<file path="config.mk">
export PLATFORM = sky130hd
export DESIGN_NAME = pipeline_hazard_unit
export DESIGN_NICKNAME = d
export VERILOG_FILES = /design/src/rtl/pipeline_hazard_unit.sv
export SDC_FILE = /design/constraint.sdc
export NUM_CORES = 1
export LEC_CHECK = 0
export ABC_CLOCK_PERIOD_IN_PS = 6100
export BUFFER_PORTS_ARGS = -buffer_cell sky130_fd_sc_hd__buf_2
export CAP_MARGIN = 15
export CORE_AREA = 2 2 87 89
export CTS_CLUSTER_DIAMETER = 120
export CTS_CLUSTER_SIZE = 40
export DETAILED_ROUTE_END_ITERATION = 16
export DIE_AREA = 0 0 89 91
export PLACE_DENSITY = 0.61
export SYNTH_ARGS = -nofsm -noshare
export SYNTH_HDL_FRONTEND = slang
export SYNTH_SLANG_ARGS = --single-unit
</file>
<file path="constraint.sdc">
create_clock -name i_clk -period 6.1 [get_ports i_clk]
set_clock_uncertainty 0.2 [all_clocks]
set_input_delay 1.22 -clock i_clk [delete_from_list [all_inputs] [get_ports i_clk]]
set_output_delay 1.22 -clock i_clk [all_outputs]
set_load 0.05 [all_outputs]
</file>
<file path="src/rtl/pipeline_hazard_unit.sv">
// pipeline_hazard_unit
//   Hazard and forwarding controller for a five-stage MIPS pipeline. A small
//   scoreboard tracks the destination of every instruction from EX through WB.
//   The unit uses it to produce load-use stalls, ID/EX bubbles, branch-redirect
//   flushes and the EX operand forwarding selects. Two saturating counters
//   record hazard-stall cycles and accepted redirects.
//
// Ports
//   i_clk, i_reset          clock; asynchronous active-high reset
//   i_id_*                  decode-stage instruction fields
//   i_ex_redirect           taken branch/jump resolved in EX
//   i_stall_ext             external freeze (memory wait)
//   o_stall/o_bubble/o_flush  pipeline register controls
//   o_fwd_rs_sel/o_fwd_rt_sel 0 = register file, k+1 = forward from stage k
//   o_stall_count/o_flush_count saturating performance counters
module pipeline_hazard_unit #(
    parameter int NUM_STAGES = 3,
    parameter int REG_ADDR_W = 5,
    parameter int LOAD_READY = 1,
    parameter int CNT_W      = 16,
    parameter int SEL_W      = $clog2(NUM_STAGES + 1)
) (
    input  logic                  i_clk,
    input  logic                  i_reset,
    input  logic                  i_id_valid,
    input  logic [REG_ADDR_W-1:0] i_id_rs,
    input  logic [REG_ADDR_W-1:0] i_id_rt,
    input  logic                  i_id_uses_rs,
    input  logic                  i_id_uses_rt,
    input  logic [REG_ADDR_W-1:0] i_id_dest,
    input  logic                  i_id_writes,
    input  logic                  i_id_is_load,
    input  logic                  i_ex_redirect,
    input  logic                  i_stall_ext,
    output logic                  o_stall,
    output logic                  o_bubble,
    output logic                  o_flush,
    output logic [SEL_W-1:0]      o_fwd_rs_sel,
    output logic [SEL_W-1:0]      o_fwd_rt_sel,
    output logic [CNT_W-1:0]      o_stall_count,
    output logic [CNT_W-1:0]      o_flush_count
);

    // Scoreboard: index 0 = EX, NUM_STAGES-1 = WB.
    logic [NUM_STAGES-1:0] r_vld;
    logic [NUM_STAGES-1:0] r_wr;
    logic [NUM_STAGES-1:0] r_ld;
    logic [REG_ADDR_W-1:0] r_dest [NUM_STAGES];
    logic [CNT_W-1:0]      r_stall_cnt;
    logic [CNT_W-1:0]      r_flush_cnt;

    logic [NUM_STAGES-1:0] w_rs_hit;
    logic [NUM_STAGES-1:0] w_rt_hit;
    logic [NUM_STAGES-1:0] w_rs_fwd;
    logic [NUM_STAGES-1:0] w_rt_fwd;
    logic [NUM_STAGES-1:0] w_early;
    logic [SEL_W-1:0]      w_rs_sel;
    logic [SEL_W-1:0]      w_rt_sel;
    logic                  w_hazard;
    logic                  w_kill;

    function automatic logic [CNT_W-1:0] sat_inc(input logic [CNT_W-1:0] v);
        return (&v) ? v : v + 1'b1;
    endfunction

    always_comb begin
        w_rs_hit = '0;
        w_rt_hit = '0;
        w_rs_fwd = '0;
        w_rt_fwd = '0;
        w_early  = '0;
        w_rs_sel = '0;
        w_rt_sel = '0;
        for (int k = 0; k < NUM_STAGES; k++) begin
            // Stages below LOAD_READY do not yet hold load data.
            w_early[k]  = (k < LOAD_READY);
            w_rs_hit[k] = r_vld[k] && r_wr[k] && i_id_uses_rs &&
                          (i_id_rs != '0) && (r_dest[k] == i_id_rs);
            w_rt_hit[k] = r_vld[k] && r_wr[k] && i_id_uses_rt &&
                          (i_id_rt != '0) && (r_dest[k] == i_id_rt);
            w_rs_fwd[k] = w_rs_hit[k] && !(r_ld[k] && w_early[k]);
            w_rt_fwd[k] = w_rt_hit[k] && !(r_ld[k] && w_early[k]);
        end
        // Scan oldest to youngest so the youngest forwardable producer wins.
        for (int k = NUM_STAGES - 1; k >= 0; k--) begin
            if (w_rs_fwd[k]) w_rs_sel = SEL_W'(k + 1);
            if (w_rt_fwd[k]) w_rt_sel = SEL_W'(k + 1);
        end
        w_hazard = |((w_rs_hit | w_rt_hit) & r_ld & w_early);
    end

    // A redirect discards any concurrent hazard; either one injects a bubble.
    assign w_kill        = i_ex_redirect | w_hazard;
    assign o_stall       = i_stall_ext | (!i_ex_redirect && w_hazard);
    assign o_bubble      = !i_stall_ext && w_kill;
    assign o_flush       = !i_stall_ext && i_ex_redirect;
    assign o_fwd_rs_sel  = w_rs_sel;
    assign o_fwd_rt_sel  = w_rt_sel;
    assign o_stall_count = r_stall_cnt;
    assign o_flush_count = r_flush_cnt;

    always_ff @(posedge i_clk or posedge i_reset) begin
        if (i_reset) begin
            r_vld       <= '0;
            r_wr        <= '0;
            r_ld        <= '0;
            for (int k = 0; k < NUM_STAGES; k++) r_dest[k] <= '0;
            r_stall_cnt <= '0;
            r_flush_cnt <= '0;
        end else if (!i_stall_ext) begin
            for (int k = 1; k < NUM_STAGES; k++) begin
                r_vld[k]  <= r_vld[k-1];
                r_wr[k]   <= r_wr[k-1];
                r_ld[k]   <= r_ld[k-1];
                r_dest[k] <= r_dest[k-1];
            end
            r_vld[0]  <= i_id_valid && !w_kill;
            r_wr[0]   <= i_id_writes && !w_kill;
            r_ld[0]   <= i_id_is_load && !w_kill;
            r_dest[0] <= w_kill ? '0 : i_id_dest;
            if (i_ex_redirect)
                r_flush_cnt <= sat_inc(r_flush_cnt);
            else if (w_hazard)
                r_stall_cnt <= sat_inc(r_stall_cnt);
        end
    end

endmodule

</file>
=== Word level (Yosys, flattened, before mapping) ===
Index checks and enable logic that the tools add are counted.

* Flip-flop bits (word level): 54
* Word-level logic and storage cells: 70

* Mux-type cells: 7
* Equality and inequality tests: 6
* $add $sub $neg: 2
* Reductions and logical operators: 39
* Bitwise gates (word level): 8

{| class="wikitable"
|+ Operator list
! operator !! number
|-
| adder 16 x 1 -> 16 bit, second input constant || 2
|-
| AND reduction 16 bit || 2
|-
| == test 5 bit || 6
|-
| logical AND 1 bit || 29
|-
| two-way mux 2 bit || 6
|-
| nonzero test 5 bit || 2
|-
| two-way mux 5 bit || 1
|-
| logical NOT 1 bit || 4
|-
| NOT 1 bit || 4
|-
| AND reduction 4 bit || 1
|-
| OR 1 bit || 3
|-
| AND reduction 3 bit || 1
|-
| bitwise AND 1 bit || 1
|}

=== Logic depth before layout (Yosys ltp) ===
Gate-level depths: netlist of the first run.

* Word-level depth: 9
* Depth in mapped cells: 9

=== Worst setup path before layout of the first run ===
Ideal clock, no wire load.

* Kind: input to output
* Start point: in i_id_rs[2]
* End point: out o_fwd_rs_sel[0]
* Data required time: 4.680 ns
* Arrival: 2.950 ns
* Stages: 4
* Buffers on the path: 0
* Path slack: 1.730 ns
* Path through: xnor2_1 -> nand4_1 -> or3_4 -> o21ai_0

* Word-level cells in the longest chain between the ends: 6
* Elaborated cells on any way between the ends: 14
* Classes of those cells: eq/ne (3); mux (3); reduce/logical (8)

{| class="wikitable"
|+ Ends and longest elaborated chain
! what !! RTL line !! source
|-
| start: declaration || 26 || <nowiki>input logic [REG_ADDR_W-1:0] i_id_rs,</nowiki>
|-
| nonzero test 5 bit || 78 || <nowiki>(i_id_rs != '0) && (r_dest[k] == i_id_rs);</nowiki>
|-
| logical AND 1 bit || 77 || <nowiki>w_rs_hit[k] = r_vld[k] && r_wr[k] && i_id_uses_rs &&</nowiki>
|-
| logical AND 1 bit || 78 ||
|-
| two-way mux 2 bit (2 in series) || 86 || <nowiki>if (w_rs_fwd[k]) w_rs_sel = SEL_W'(k + 1);</nowiki>
|-
| two-way mux 2 bit (*) || 86 ||
|-
| end: declaration || 38 || <nowiki>output logic [SEL_W-1:0] o_fwd_rs_sel,</nowiki>
|}

Every way passes the cells marked *; elsewhere a longest branch is shown, timed or not.

=== Worst setup path after layout of the first run ===
* Start point: in i_id_rt[3]
* End point: out o_bubble

* Word-level cells in the longest chain between the ends: 7
* Elaborated cells on any way between the ends: 8
* Classes of those cells: eq/ne (1); bitwise (3); reduce/logical (4)

{| class="wikitable"
|+ Ends and longest elaborated chain
! what !! RTL line !! source
|-
| start: declaration || 27 || <nowiki>input logic [REG_ADDR_W-1:0] i_id_rt,</nowiki>
|-
| nonzero test 5 bit || 80 || <nowiki>(i_id_rt != '0) && (r_dest[k] == i_id_rt);</nowiki>
|-
| logical AND 1 bit || 79 || <nowiki>w_rt_hit[k] = r_vld[k] && r_wr[k] && i_id_uses_rt &&</nowiki>
|-
| logical AND 1 bit (*) || 80 ||
|-
| OR 1 bit (*) || 89 || <nowiki>w_hazard = |((w_rs_hit | w_rt_hit) & r_ld & w_early);</nowiki>
|-
| bitwise AND 1 bit (*) || 89 ||
|-
| OR 1 bit (*) || 93 || <nowiki>assign w_kill = i_ex_redirect | w_hazard;</nowiki>
|-
| logical AND 1 bit (*) || 95 || <nowiki>assign o_bubble = !i_stall_ext && w_kill;</nowiki>
|-
| end: declaration || 36 || <nowiki>output logic o_bubble,</nowiki>
|}

Marked as above.

==> flow_metrics.py, run 1 <==
metrics = {
    "place": {
        "port_buffers": 62,
        "place_hpwl_um": 4460,
        "place_inst": 404,
        "place_ws_ns": 1.86,
        "placed_cell_area_sq_um": 3180,
        "gp_congestion": 0.910,
    },
    "worst_hold_path": {
        "hp-class": "reg -> reg",
    },
    "clock_network": {
        "cts.sinks": 54,
        "cts_max_level": 2,
        "cts_tree": "done",
        "cts_hold_buffers": 0,
        "cts_root_buf": "clkbuf_8",
        "cts_resized": 0,
        "clk_path_buf_depth": 2,
        "clk_pin_slew_ns": 0.10,
        "cts-buffers-inserted": 5,
        "clkLatencyLatePin_ns": 0.30,
        "cts_setup_buffers": 0,
    },
    "power": {
        "p_sw_frac": 0.343,
        "seq_power_share": 0.532,
        "p_int_mw": 0.540,
        "p_sw_mw": 0.282,
        "powerDensity_nw_per_um2": 252,
        "combPwrFrac": 0.233,
        "peakVddDrop_mv": 0.269,
        "clockPowerShare": 0.235,
        "leakagePower_nw": 1.49,
    },
    "detailed_routing": {
        "drc_errors": 0,
        "wl_per_cell_um": 14.6,
        "detail-route-antenna-nets": 0,
        "vias_per_cell": 5.09,
        "drtIter0Drc": 118,
        "routed_wl_um": 6010,
        "dr.pass1.iters": 4,
        "vias": 2092,
    },
    "sta": {
        "layout_min_cycle_time_ns": 4.23,
        "max_freq_ghz": 0.236,
        "fin_setup_tns_ns": 0,
        "fin_ws_ns": 1.87,
        "max_slew_margin": 0.445,
        "worstMarginPinSlew_ns": 0.820,
        "rsz0062_at_grt": "false",
        "slew_violations": 0,
        "fin_crit_sh": 0.694,
        "finalHoldViolations": 0,
        "setup_viol": 0,
    },
    "yosys": {
        "yosysWarnings": 0,
        "synth_edf_count": 0,
        "synth_compound_area_frac": 0.0579,
        "synth_top_area_cell": "dfrtp_1",
        "synth_flop_cell": "dfrtp_1",
        "synthMuxAreaShare": 0.0611,
        "syn-num-nets": 273,
        "synth.distinct_cells": 30,
        "async_reset_ff_frac": 1.00,
        "ys_top_cells_by_area": "dfrtp_1, xnor2_1, mux2_2",
        "netlist_area_sq_um": 2770,
        "synth_top_area_share": 0.488,
        "ys_top_cells_by_count": "dfrtp_1, xnor2_1, nand3_1, nand4_1, mux2_2",
        "synth_top_family_by_area": "XOR/XNOR gates",
        "yosys.area_share.simple": 0.179,
        "syn_inst": 247,
        "syn_avg_cell_area_sq_um": 11.2,
        "seq_area_frac_synth": 0.488,
        "synth_xor_area_frac": 0.190,
        "synth_seq_cells": 54,
        "synth_fa_ha_area_frac": 0.00905,
    },
    "worst_setup_path": {
        "endpoint_kind": "primary output",
        "r2r-end": "o_stall_count[1]",
        "crit_end": "o_bubble",
        "cp-start-kind": "primary input",
        "r2r.worst_path.cells": 6,
        "reg2reg_setup_slack_ns": 3.70,
        "crit_required_ns": 4.68,
        "crit_type": "in -> out",
        "crit_start": "i_id_rt[3]",
        "crit_arrival_ns": 2.81,
        "regToRegStartpoint": "o_stall_count[0]",
        "critPathMaxFanout": 4,
    },
    "floorplanning": {
        "core-area_sq_um": 7140,
        "dieArea_sq_um": 8100,
        "die_y_um": 91,
        "start_util": 0.388,
        "placementRows": 31,
        "die_x_um": 89,
        "io_pins": 63,
    },
    "grt": {
        "grt_max_degree": 55,
        "grt_pass1_vias": 2076,
        "track_usage": 0.162,
        "grt_first_pass_wirelength_um": 10500,
        "overflow": 0,
        "grt_antenna_before_repair": 0,
    },
    "cells_and_area": {
        "synthToLayoutAreaGrowth_pct": 18.0,
        "insertedDiodeCount": 0,
        "multi_input_area_sq_um": 1370,
        "finalNonFillerCells": 411,
        "num-fill-cells": 726,
        "nets": 338,
        "drive_gt1_frac": 0.298,
        "finalInstanceArea_sq_um": 3260,
        "final_util": 0.457,
        "final-seq-area_sq_um": 1350,
    },
    "status": {
        "status": "finished clean",
    },
    "job": {
        "drv_cap": 0,
    },
}
## power by group through the flow
stage	sequential, mW	clock [mW]	combinational, mW
CTS	0.437	0.204	0.193
global route	0.447	0.220	0.207
floorplan	0.494	0	0.0855
global placement	0.443	0	0.191
finish	0.438	0.194	0.192
detailed placement	0.443	0	0.193
## metrics by stage
stage          total power [mW]  hold slack (ns)
6_report                  0.823            0.296
5_1_grt                   0.874            0.310
4_1_cts                   0.835            0.305
3_5_place_dp              0.636            0.280
3_3_place_gp              0.633            0.270
2_1_floorplan             0.579            0.301
## cells by family after synthesis
logic type / count (synthesis)
multiplexers: 15
adder cells (fa/ha/maj): 2
flip-flops: 54
buffers and inverters: 9
AND/OR/NAND/NOR: 88
XOR/XNOR: 60
AO/OA/AOI/OAI: 19
## worst max-delay path: stages
cell	delay, ns
buf_2	0.14
xnor2_1	0.16
nand4_1	0.12
or3_4	0.42
a21boi_2	0.31
nor2_1	0.07
nor2_1	0.09
buf_2	0.27
## flip-flops by register name, indices dropped and copies added, names as in the netlist
name / count
r_wr: 3
o_flush_count: 16
r_vld: 3
r_ld: 1
r_dest: 15
o_stall_count: 16
## layout make-up
type | count | area share
Clock inverter | 2 | 0.00422
Multi-Input combinational cell | 184 | 0.421
Clock buffer | 5 | 0.0211
Timing Repair Buffer | 63 | 0.0974
Inverter | 4 | 0.00460
Tap cell | 99 | 0.0379
Sequential cell | 54 | 0.414
## worst min-delay path by stage
stage,start,to,cells past startpoint
final,o_flush_count[6],o_flush_count[6],1
after global routing,o_flush_count[6],o_flush_count[6],1
after CTS,o_flush_count[6],o_flush_count[6],1
after detailed placement,o_flush_count[6],o_flush_count[6],1
after global placement,o_flush_count[6],o_flush_count[6],1
after floorplan,r_wr[2],r_wr[2],1
## routing by layer
metal,share of wire,global-route usage,vias to the layer above
met1,0.47,0.227,1030
met4,0.0073,0.0311,0
met3,0.053,0.0400,5
li1,-,-,1007
met2,0.47,0.257,50
met5,0,0,-
## cell usage in the layout, fill, tap and decap left out
cell,count
or4_1,2
inv_6,1
xor2_1,6
o22a_1,2
nand3_1,21
a21o_1,1
clkbuf_8,5
mux2_2,15
and2_1,4
nor2_1,8
nand2_1,13
clkinv_2,1
inv_1,3
buf_4,1
and4_1,3
buf_2,62
nand2b_1,2
xnor2_1,54
a22o_1,7
ha_1,2
inv_2,1
or3_4,2
o21ai_0,4
dfrtp_1,54
and3_1,3
nor4b_1,1
a21oi_4,1
o21ai_2,2
nand4_1,20
a31o_1,1
nor3_4,1
a21boi_2,1
nor3_1,8
No activity file was read; power rests on OpenSTA's default activity.
==> run 2, diff against run 1 <==
--- a/config.mk
+++ b/config.mk
@@ -5,7 +5,7 @@
 export SDC_FILE = /design/constraint.sdc
 export NUM_CORES = 1
 export LEC_CHECK = 0
-export ABC_CLOCK_PERIOD_IN_PS = 6100
+export ABC_CLOCK_PERIOD_IN_PS = 3600
 export BUFFER_PORTS_ARGS = -buffer_cell sky130_fd_sc_hd__buf_2
 export CAP_MARGIN = 15
 export CORE_AREA = 2 2 87 89
@@ -13,7 +13,7 @@
 export CTS_CLUSTER_SIZE = 40
 export DETAILED_ROUTE_END_ITERATION = 16
 export DIE_AREA = 0 0 89 91
-export PLACE_DENSITY = 0.61
+export PLACE_DENSITY = 0.63
 export SYNTH_ARGS = -nofsm -noshare
 export SYNTH_HDL_FRONTEND = slang
 export SYNTH_SLANG_ARGS = --single-unit
==> constraint.sdc (replaced) <==
create_clock -name i_clk -period 3.6 [get_ports i_clk]
set_clock_uncertainty 0.2 [all_clocks]
set_input_delay 0.72 -clock i_clk [delete_from_list [all_inputs] [get_ports i_clk]]
set_output_delay 0.72 -clock i_clk [all_outputs]
set_load 0.05 [all_outputs]
==> flow_metrics.py, run 2 (synthesis gave the netlist of run 1 again) <==
metrics = {
    "grt": {
        "use_met2": 0.234,
        "gr-max-usage-layer": "met2",
        "grtUsageMet1": 0.233,
        "use_met3": 0.0400,
        "grt_first_pass_wirelength_um": 10200,
        "grt_pass1_vias": 2053,
        "grt_antenna_before_repair": 0,
        "track_usage": 0.160,
        "overflow": 0,
        "grt_max_degree": 33,
    },
    "worst_setup_path": {
        "crit_type": "in -> out",
        "cp-start-kind": "primary input",
        "r2r-end": "o_stall_count[1]",
        "crit_start": "i_id_rs[0]",
        "crit_arrival_ns": 2.29,
        "critPathMaxFanout": 4,
        "r2r.worst_path.cells": 6,
        "reg2reg_setup_slack_ns": 1.20,
        "crit_required_ns": 2.68,
        "regToRegStartpoint": "o_stall_count[0]",
        "endpoint_kind": "primary output",
    },
    "detailed_routing": {
        "vias_per_cell": 4.99,
        "routed_wl_um": 5830,
        "dr.pass1.iters": 4,
        "drtIter0Drc": 89,
        "vias": 2059,
        "drc_errors": 0,
        "wl_per_cell_um": 14.1,
        "detail-route-antenna-nets": 0,
    },
    "floorplanning": {
        "core-area_sq_um": 7140,
        "placementRows": 31,
        "die_y_um": 91,
        "start_util": 0.388,
        "io_pins": 63,
        "die_x_um": 89,
        "dieArea_sq_um": 8100,
    },
    "power": {
        "leakagePower_nw": 1.50,
        "powerDensity_nw_per_um2": 436,
        "peakVddDrop_mv": 0.536,
        "power_mw": 1.43,
    },
    "cells_and_area": {
        "nets": 339,
        "most-common-layout-cells": "buf_2, xnor2_1, dfrtp_1",
        "drive_gt1_frac": 0.303,
        "final-seq-area_sq_um": 1350,
        "synthToLayoutAreaGrowth_pct": 18.7,
        "insertedDiodeCount": 0,
        "layout_commonest_cell": "buf_2",
        "finalInstanceArea_sq_um": 3280,
        "num-fill-cells": 688,
        "multi_input_area_sq_um": 1370,
        "final_util": 0.460,
    },
    "clock_network": {
        "cts_hold_buffers": 0,
        "cts_setup_buffers": 0,
        "cts_root_buf": "clkbuf_8",
        "clk_path_buf_depth": 2,
        "cts_max_level": 2,
        "clk_pin_slew_ns": 0.11,
        "cts_resized": 0,
        "cts-buffers-inserted": 5,
        "cts_tree": "done",
        "cts.sinks": 54,
        "clkLatencyLatePin_ns": 0.31,
    },
    "worst_hold_path": {
        "hold_start": "o_flush_count[6]",
        "hold_end": "o_flush_count[6]",
        "hp-class": "reg -> reg",
        "hold_depth": 1,
    },
    "sta": {
        "worstMarginPinSlew_ns": 0.772,
        "rsz0062_at_grt": "false",
        "setup_viol": 0,
        "finalHoldViolations": 0,
        "slew_violations": 0,
        "layout_min_cycle_time_ns": 3.21,
        "max_freq_ghz": 0.312,
        "fin_crit_sh": 0.891,
        "max_slew_margin": 0.478,
        "fin_setup_tns_ns": 0,
    },
    "place": {
        "port_buffers": 62,
        "gp_congestion": 0.833,
        "place_hpwl_um": 4390,
        "placed_cell_area_sq_um": 3190,
    },
    "job": {
        "drv_cap": 0,
    },
    "status": {
        "status": "finished clean",
    },
}
## run 2: layer usage
| metal | vias to the layer above | wire length (um) |
|---|---|---|
| met2 | 50 | 2610 |
| met4 | 0 | 76 |
| met1 | 981 | 2850 |
| met5 | - | 0 |
| met3 | 9 | 291 |
| li1 | 1019 | - |
## run 2: final cells by class
class                      count  area share
inverter                       4     0.00457
multi-input combinational    184       0.418
tap                           99      0.0377
clock buffer                   5      0.0210
sequential                    54       0.411
timing repair buffer          64      0.0990
clock inverter                 3     0.00800
## run 2: worst max-delay path, cell delays in order
cell,delay (ns)
buf_2,0.14
xnor2_1,0.15
nand4_1,0.11
or3_4,0.42
a21boi_2,0.31
nor2_1,0.08
nor2_1,0.08
buf_2,0.27
## run 2: worst max path at each step
| stage | end | depth (start not counted) |
|---|---|---|
| final | o_bubble | 8 |
| after global routing | o_bubble | 8 |
| after CTS | o_bubble | 8 |
| after detailed placement | o_bubble | 8 |
| after global placement | o_bubble | 8 |
| after floorplan | o_fwd_rs_sel[0] | 4 |
## run 2: where the power goes
part	leakage, nW	internal [mW]	switching (mW)
Sequential	0.726	0.662	0.0762
Clock	0.0495	0.145	0.221
Combinational	0.724	0.119	0.208
## run 2: through the flow
| step | worst slack [ns] | std cells | hold WS [ns] |
|---|---|---|---|
| 2_1_floorplan | 0.230 | 247 | 0.301 |
| 3_3_place_gp | 0.416 | 405 | 0.274 |
| 3_5_place_dp | 0.390 | 405 | 0.273 |
| 4_1_cts | 0.386 | 413 | 0.294 |
| 5_1_grt | 0.313 | 413 | 0.313 |
| 6_report | 0.392 | 413 | 0.290 |
==> run 3, diff against run 2 <==
--- a/config.mk
+++ b/config.mk
@@ -8,12 +8,12 @@
 export ABC_CLOCK_PERIOD_IN_PS = 3600
 export BUFFER_PORTS_ARGS = -buffer_cell sky130_fd_sc_hd__buf_2
 export CAP_MARGIN = 15
-export CORE_AREA = 2 2 87 89
+export CORE_AREA = 2 2 79 81
 export CTS_CLUSTER_DIAMETER = 120
 export CTS_CLUSTER_SIZE = 40
 export DETAILED_ROUTE_END_ITERATION = 16
-export DIE_AREA = 0 0 89 91
-export PLACE_DENSITY = 0.63
+export DIE_AREA = 0 0 81 83
+export PLACE_DENSITY = 0.74
 export SYNTH_ARGS = -nofsm -noshare
 export SYNTH_HDL_FRONTEND = slang
 export SYNTH_SLANG_ARGS = --single-unit
==> flow_metrics.py, run 3 (synthesis gave the netlist of run 1 again) <==
metrics = {
    "cells_and_area": {
        "final-seq-area_sq_um": 1350,
        "most-common-layout-cells": "buf_2, xnor2_1, dfrtp_1",
        "nets": 339,
        "synthToLayoutAreaGrowth_pct": 17.6,
        "insertedDiodeCount": 0,
        "drive_gt1_frac": 0.303,
        "num-fill-cells": 544,
        "multi_input_area_sq_um": 1370,
        "layout_commonest_cell": "buf_2",
        "finalNonFillerCells": 389,
    },
    "place": {
        "place_hpwl_um": 4300,
        "gp_congestion": 0.915,
        "place_inst": 381,
        "port_buffers": 62,
    },
    "power": {
        "powerDensity_nw_per_um2": 435,
        "clockPowerShare": 0.248,
        "p_sw_mw": 0.479,
        "p_sw_frac": 0.338,
        "power_mw": 1.41,
        "combPwrFrac": 0.230,
        "seq_power_share": 0.521,
        "peakVddDrop_mv": 0.533,
        "p_int_mw": 0.936,
        "leakagePower_nw": 1.50,
    },
    "worst_setup_path": {
        "crit_required_ns": 2.68,
        "path_buf_inv": 2,
        "cpPeakStageDelay_ns": 0.57,
        "slowest_stage": "or4_1",
        "critPathMaxFanout": 4,
        "path_cells": "buf_2, or4_1, o21ai_2, or3_4, a21boi_2, a21o_1, buf_2",
        "crit_family": "simple AND/OR/NAND/NOR gates",
        "endpoint_kind": "primary output",
        "cp-start-kind": "primary input",
        "crit_arrival_ns": 2.31,
        "crit_type": "in -> out",
        "crit_top_cell": "buf_2",
    },
    "clock_network": {
        "cts_setup_buffers": 0,
        "cts_resized": 0,
        "cts_hold_buffers": 0,
        "cts.sinks": 54,
        "clk_path_buf_depth": 2,
        "cts_max_level": 2,
        "clkLatencyLatePin_ns": 0.30,
        "cts-buffers-inserted": 5,
        "clk_pin_slew_ns": 0.09,
        "cts_tree": "done",
        "cts_root_buf": "clkbuf_8",
    },
    "detailed_routing": {
        "vias_per_cell": 5.29,
        "drc_errors": 0,
        "dr.pass1.iters": 4,
        "wl_per_cell_um": 14.5,
        "detail-route-antenna-nets": 0,
        "vias": 2058,
        "routed_wl_um": 5650,
        "drtIter0Drc": 101,
    },
    "sta": {
        "fin_setup_tns_ns": 0,
        "fin_crit_sh": 0.896,
        "worstMarginPinSlew_ns": 0.772,
        "max_freq_ghz": 0.310,
        "max_slew_margin": 0.478,
        "setup_viol": 0,
        "layout_min_cycle_time_ns": 3.23,
        "slew_violations": 0,
        "rsz0062_at_grt": "false",
        "finalHoldViolations": 0,
    },
    "grt": {
        "grt_pass1_vias": 2108,
        "grt_first_pass_wirelength_um": 9880,
        "grt_antenna_before_repair": 0,
        "overflow": 0,
        "grt_max_degree": 40,
        "track_usage": 0.184,
    },
    "status": {
        "status": "finished clean",
    },
    "floorplanning": {
        "dieArea_sq_um": 6720,
        "io_pins": 63,
        "placementRows": 28,
        "start_util": 0.476,
        "die_y_um": 83,
        "core-area_sq_um": 5820,
        "die_x_um": 81,
    },
    "worst_hold_path": {
        "hp-class": "reg -> reg",
    },
    "job": {
        "drv_cap": 0,
    },
}
run 3: cell count changes in the layout (fill, tap and decap cells not counted), sizes merged:
cell      delta
inv          -3
clkbuf       +1
clkinv       +1
clkinvlp     +1
run 3: final cells by class:
type | count | share of cell area
multi-input combinational | 184 | 0.422
sequential | 54 | 0.415
timing repair buffer | 64 | 0.100
tap | 75 | 0.0288
clock buffer | 6 | 0.0254
inverter | 4 | 0.00461
clock inverter | 2 | 0.00384
run 3: power by group through the flow:
stage	clock network, mW	logic (mW)	registers, mW
after CTS	0.364	0.329	0.737
after floorplan	0	0.145	0.837
after global placement	0	0.324	0.746
after detailed placement	0	0.329	0.748
after global routing	0.389	0.351	0.748
final	0.352	0.326	0.738
run 3: path summary, 6_finish.rpt:
check                                 start          endpoint  slack (ns)  cells after the start
setup / recovery                 i_id_rs[0]           o_stall        0.37                      7
hold / removal             o_flush_count[6]  o_flush_count[6]        0.29                      1
setup reg to reg           o_stall_count[0]  o_stall_count[1]        1.21                      6
hold reg to reg            o_flush_count[6]  o_flush_count[6]        0.29                      1
max in group asynchronous           i_reset         r_dest[4]        2.21                      3
min in group asynchronous           i_reset  o_stall_count[4]        0.35                      2
run 3: per-stage QoR:
step	utilization	hold WS, ns	area [sq um]	worst slack (ns)
2_1_floorplan	-	0.301	2770	0.230
3_3_place_gp	0.543	0.275	3160	0.379
3_5_place_dp	0.543	0.273	3160	0.382
4_1_cts	0.560	0.290	3250	0.371
5_1_grt	0.560	0.327	3250	0.210
6_report	0.560	0.293	3250	0.375
run 3: metal layers:
metal	vias up	global-route usage	share of wire
met5	-	0	0
met4	0	0.0508	0.012
met3	7	0.0380	0.059
met2	57	0.289	0.47
met1	983	0.256	0.46
li1	1011	-	-
